File: src/rtl/ahb_arbiter_rr.sv
// Multi-master AHB arbiter: round-robin or fixed-priority selection at burst
// boundaries, per-grant NONSEQ limit, lock-aware, registered grant/hmaster/hmastlock.
module ahb_arbiter_rr #(
  parameter int N_MASTERS      = 3,
  parameter int MW             = (N_MASTERS > 1) ? $clog2(N_MASTERS) : 1,
  parameter int MODE           = 0,
  parameter int MAX_HOLD       = 4,
  parameter int DEFAULT_MASTER = 0
) (
  input  logic                 clk,
  input  logic                 resetn,
  input  logic [N_MASTERS-1:0] hbusreq,
  input  logic [N_MASTERS-1:0] hlock,
  input  logic [1:0]           htrans,
  input  logic                 hready,
  output logic [N_MASTERS-1:0] hgrant,
  output logic [MW-1:0]        hmaster,
  output logic                 hmastlock
);

  localparam int HW = (MAX_HOLD > 0) ? $clog2(MAX_HOLD + 1) : 1;
  localparam logic [HW-1:0] HOLD_MAX = HW'(MAX_HOLD);
  localparam logic [MW-1:0] DEF_IDX = MW'(DEFAULT_MASTER);
  localparam logic [N_MASTERS-1:0] DEF_GRANT =
    {{(N_MASTERS-1){1'b0}}, 1'b1} << DEFAULT_MASTER;
  localparam logic [1:0] NONSEQ = 2'b10;

  // Handshake: a transfer phase completes on any edge with hready=1; with
  // hready=0 every piece of arbiter state is frozen.

  logic [MW-1:0]        owner_q;
  logic [HW-1:0]        hold_q;
  logic [MW-1:0]        next_owner;
  logic [MW-1:0]        pick;
  logic [MW-1:0]        cidx;
  logic [N_MASTERS-1:0] next_grant;
  logic [HW-1:0]        next_hold;
  logic                 ap;
  logic                 limit_hit;
  logic                 clear_hold;
  int                   c;

  always_comb begin
    c          = 0;
    cidx       = '0;
    pick       = DEF_IDX;
    next_owner = owner_q;
    clear_hold = 1'b0;
    next_grant = '0;
    next_hold  = hold_q;

    // IDLE (00) and NONSEQ (10) are the only boundaries; a held lock blocks them.
    ap        = hready && !htrans[0] && !(hlock[owner_q] && hbusreq[owner_q]);
    limit_hit = (MAX_HOLD != 0) && (hold_q >= HOLD_MAX);

    if (MODE == 0) begin
      // Walk downward so the nearest requester after the owner is the final
      // assignment; i = N_MASTERS lands on the owner itself, so it ranks last.
      for (int i = N_MASTERS; i >= 1; i--) begin
        c    = (int'(owner_q) + i) % N_MASTERS;
        cidx = MW'(c);
        if (hbusreq[cidx]) pick = cidx;
      end
    end else begin
      for (int i = N_MASTERS - 1; i >= 0; i--) begin
        if (hbusreq[MW'(i)]) pick = MW'(i);
      end
    end

    if (ap) begin
      if (hbusreq[owner_q] && !limit_hit) next_owner = owner_q;
      else                                next_owner = pick;
      clear_hold = (next_owner != owner_q) || limit_hit;
    end

    next_grant[next_owner] = 1'b1;

    if (clear_hold)                                 next_hold = '0;
    else if (htrans == NONSEQ && hold_q < HOLD_MAX) next_hold = hold_q + HW'(1);
  end

  always_ff @(posedge clk or negedge resetn) begin
    if (!resetn) begin
      owner_q   <= DEF_IDX;
      hgrant    <= DEF_GRANT;
      hold_q    <= '0;
      hmaster   <= DEF_IDX;
      hmastlock <= 1'b0;
    end else if (hready) begin
      owner_q   <= next_owner;
      hgrant    <= next_grant;
      hold_q    <= next_hold;
      hmaster   <= owner_q;
      hmastlock <= hlock[owner_q];
    end
  end

endmodule

File: config.mk
export PLATFORM = sky130hd
export DESIGN_NAME = ahb_arbiter_rr
export DESIGN_NICKNAME = d
export VERILOG_FILES = /design/src/rtl/ahb_arbiter_rr.sv
export SDC_FILE = /design/constraint.sdc
export NUM_CORES = 1
export LEC_CHECK = 0
export BUFFER_PORTS_ARGS = -buffer_cell sky130_fd_sc_hd__buf_2
export CORE_MARGIN = 8
export CORE_UTILIZATION = 35
export CTS_CLUSTER_DIAMETER = 150
export DETAILED_ROUTE_END_ITERATION = 8
export PLACE_DENSITY_LB_ADDON = 0.1
export RECOVER_POWER = 50
export SYNTH_ARGS = -nofsm -noshare
export SYNTH_HDL_FRONTEND = slang
export SYNTH_SLANG_ARGS = --single-unit
File: constraint.sdc
create_clock -name clk -period 2.9 [get_ports clk]
set_input_delay 0.145 -clock clk [delete_from_list [all_inputs] [get_ports clk]]
set_output_delay 0.145 -clock clk [all_outputs]
set_load 0.01 [all_outputs]
==> flow_metrics.tcl <==
set metrics [dict create \
    clk_pin_slew_ns 0.06 \
    drtPass1Iterations 4 \
    clkSinkCount 11 \
    design_area_sq_um 945 \
    drc 0 \
    synth_seq_cells 11 \
    cp-end-kind "flop" \
    setup-tns-final_ns 0 \
    nets 126 \
    cts_repair_resize_count 0 \
    grt_max_degree 12 \
    synth_ff_type "dfrtp_1" \
    layout_common_cells "12 x buf_2, 11 x nand2_1, 10 x nor2_1, 10 x dfrtp_1" \
    ctsHtreeMaxLevel 1 \
    layout-drive-gt1-share_pct 23.9 \
    diodes 0 \
    detailroute.via_count 686 \
    antenna_left 0 \
    synthArstFlopShare_pct 100 \
    die_height_um 64.4 \
    slew_headroom_pct 62.3 \
    first_iter_violations 20 \
    finalWorstSetupSlack_ns 0.555 \
    fin_crit_sh_pct 80.9 \
    cts_setup_buffers 0 \
    rsz0062_at_grt "false" \
    arrival_ns 2.50 \
    irDropWorstVdd_v 0.000504 \
    row_count 17 \
    cts_buffer_depth 2 \
    insertion_delay_ns 0.26 \
    synth_area_per_cell_sq_um 9.01 \
    cp_max_fo 11 \
    core_area_sq_um 2210 \
    finalSetupViolCount 0 \
    tightest_slew_ns 0.565 \
    synthesis.nets 107 \
    via_per_inst 5.01 \
    synth_area_sq_um 820 \
    ys_seq_area_share_pct 33.7 \
    slew_violations 0 \
    initial_utilization_pct 37.0 \
    startpoint_type "flop" \
    cap_viol_max_count 0 \
    hold_violations 0 \
    min_path_type "input pin to flop" \
    fmax_ghz 0.426 \
    yosys.area.top_type "dfrtp_1" \
    yosysWarningCount 0 \
    fin_skew_ns 0.00328 \
    layout.cells.most_common "buf_2" \
    port_buffers 16 \
    gp_congestion 0.747 \
    leakagePower_nw 0.420 \
    synth_top_area_share_pct 30.5 \
    status "complete, no violations" \
    critical_path_class "flop to flop" \
    netlist_instances 91 \
    power_density_nw_per_um2 1020 \
    synth_cell_types 31 \
    grt_pass1_vias 686 \
    antenna_found_initial 0 \
    ys_top_cells_by_area "dfrtp_1 31%, ha_1 7.6%, mux2i_1 6.1%" \
    die-area_sq_um 4150 \
    worstPathRequired_ns 3.05 \
    die_x_um 64.4 \
    final_util_pct 42.7 \
    totalWireLength_um 1870 \
    wl_per_cell_um 13.6 \
    io_pins 17 \
    grt_pass1_wl_um 3170 \
    fin_crit_ns 2.35 \
    cts_root_buf "clkbuf_4" \
    overflow 0 \
    dp_hpwl_um 1530 \
    place_area_sq_um 913 \
    dp_worst_setup_slack_ns 0.551 \
    tritoncts "yes" \
    cts_made_buffers 3 \
    grt_usage_pct 9.44 \
    synth_edf_count 0 \
    area_growth_pct 15.3 \
]
final cells by class:
class / instances / area, sq um
Clock buffer: 4 / 26.3
Fill cell: 229 / 1270
Inverter: 7 / 26.3
Multi-Input combinational cell: 70 / 495
Sequential cell: 11 / 277
Tap cell: 28 / 35.0
Timing Repair Buffer: 17 / 85.1
sequential cells by signal, indices dropped and copies added (netlist names):
name,count
hgrant,3
hmaster,2
hmastlock,1
hold_q,3
owner_q,2
metrics by stage:
step           power, W  hold WS (ns)  std cells
2_1_floorplan  0.000738        -0.151         91
5_1_grt         0.00107         0.140        137
3_5_place_dp   0.000872        0.0286        132
3_3_place_gp   0.000853        0.0238        132
6_report       0.000963         0.148        137
4_1_cts        0.000980         0.143        137
per-layer routing:
metal,track usage (%),share of wire (%),vias to the layer above
met4,0.817,0,0
met2,17.5,53,10
met1,9.97,43,323
li1,-,-,353
met3,4.01,4.4,0
met5,0,0,-
worst max-delay path, stage by stage (launching register included):
cell and delay [ns]:
dfrtp_1 0.55, inv_1 0.15, ha_1 0.44, nor2_1 0.16, a31oi_1 0.07, o221a_4 0.30, o31ai_4 0.29, nor2_2 0.07
a22o_1 0.20
power breakdown:
| group | switching (W) | total, W | internal, W |
|---|---|---|---|
| Combinational | 0.000316 | 0.000556 | 0.000241 |
| Clock | 0.0000484 | 0.000102 | 0.0000532 |
| Sequential | 0.0000758 | 0.000305 | 0.000229 |
| Total | 0.000440 | 0.000963 | 0.000523 |
worst paths after layout:
| check | from | endpoint | slack [ns] | cells past startpoint |
|---|---|---|---|---|
| min | hready | hgrant[1] | 0.15 | 2 |
| max | owner_q[0] | hgrant[2] | 0.55 | 8 |
| min reg2reg | hgrant[0] | hgrant[0] | 0.49 | 2 |
| max in group asynchronous | resetn | hgrant[0] | 2.15 | 2 |
| min in group asynchronous | resetn | hmaster[1] | 0.38 | 2 |
| max reg2reg | owner_q[0] | hgrant[2] | 0.55 | 8 |
kinds of logic after synthesis:
| logic type | Yosys count | synth area share, % |
|---|---|---|
| xor+xnor | 3 | 3.21 |
| buf+inv | 10 | 5.80 |
| mux | 7 | 8.86 |
| simple gates | 32 | 18.6 |
| compound gates | 23 | 22.1 |
| flops | 11 | 33.7 |
| fa+ha+maj | 5 | 7.63 |
Yosys cell counts, types with 2 or more instances:
library cell   n
buf_2          2
dfrtp_1       10
a21oi_1        2
nand2_1       11
o21ai_1        4
mux2i_1        5
inv_1          7
nand3_1        2
xnor2_1        3
o21ai_0        7
mux2_2         2
nor2b_1        2
o22ai_1        2
nand3b_1       2
ha_1           5
nor2_1        10
what timing repair did:
item	in CTS	in global routing
endpoints found under the hold margin	11	0
setup endpoints to repair	0	0
hold buffers	1	0
(Power assumes the default switching activity.)
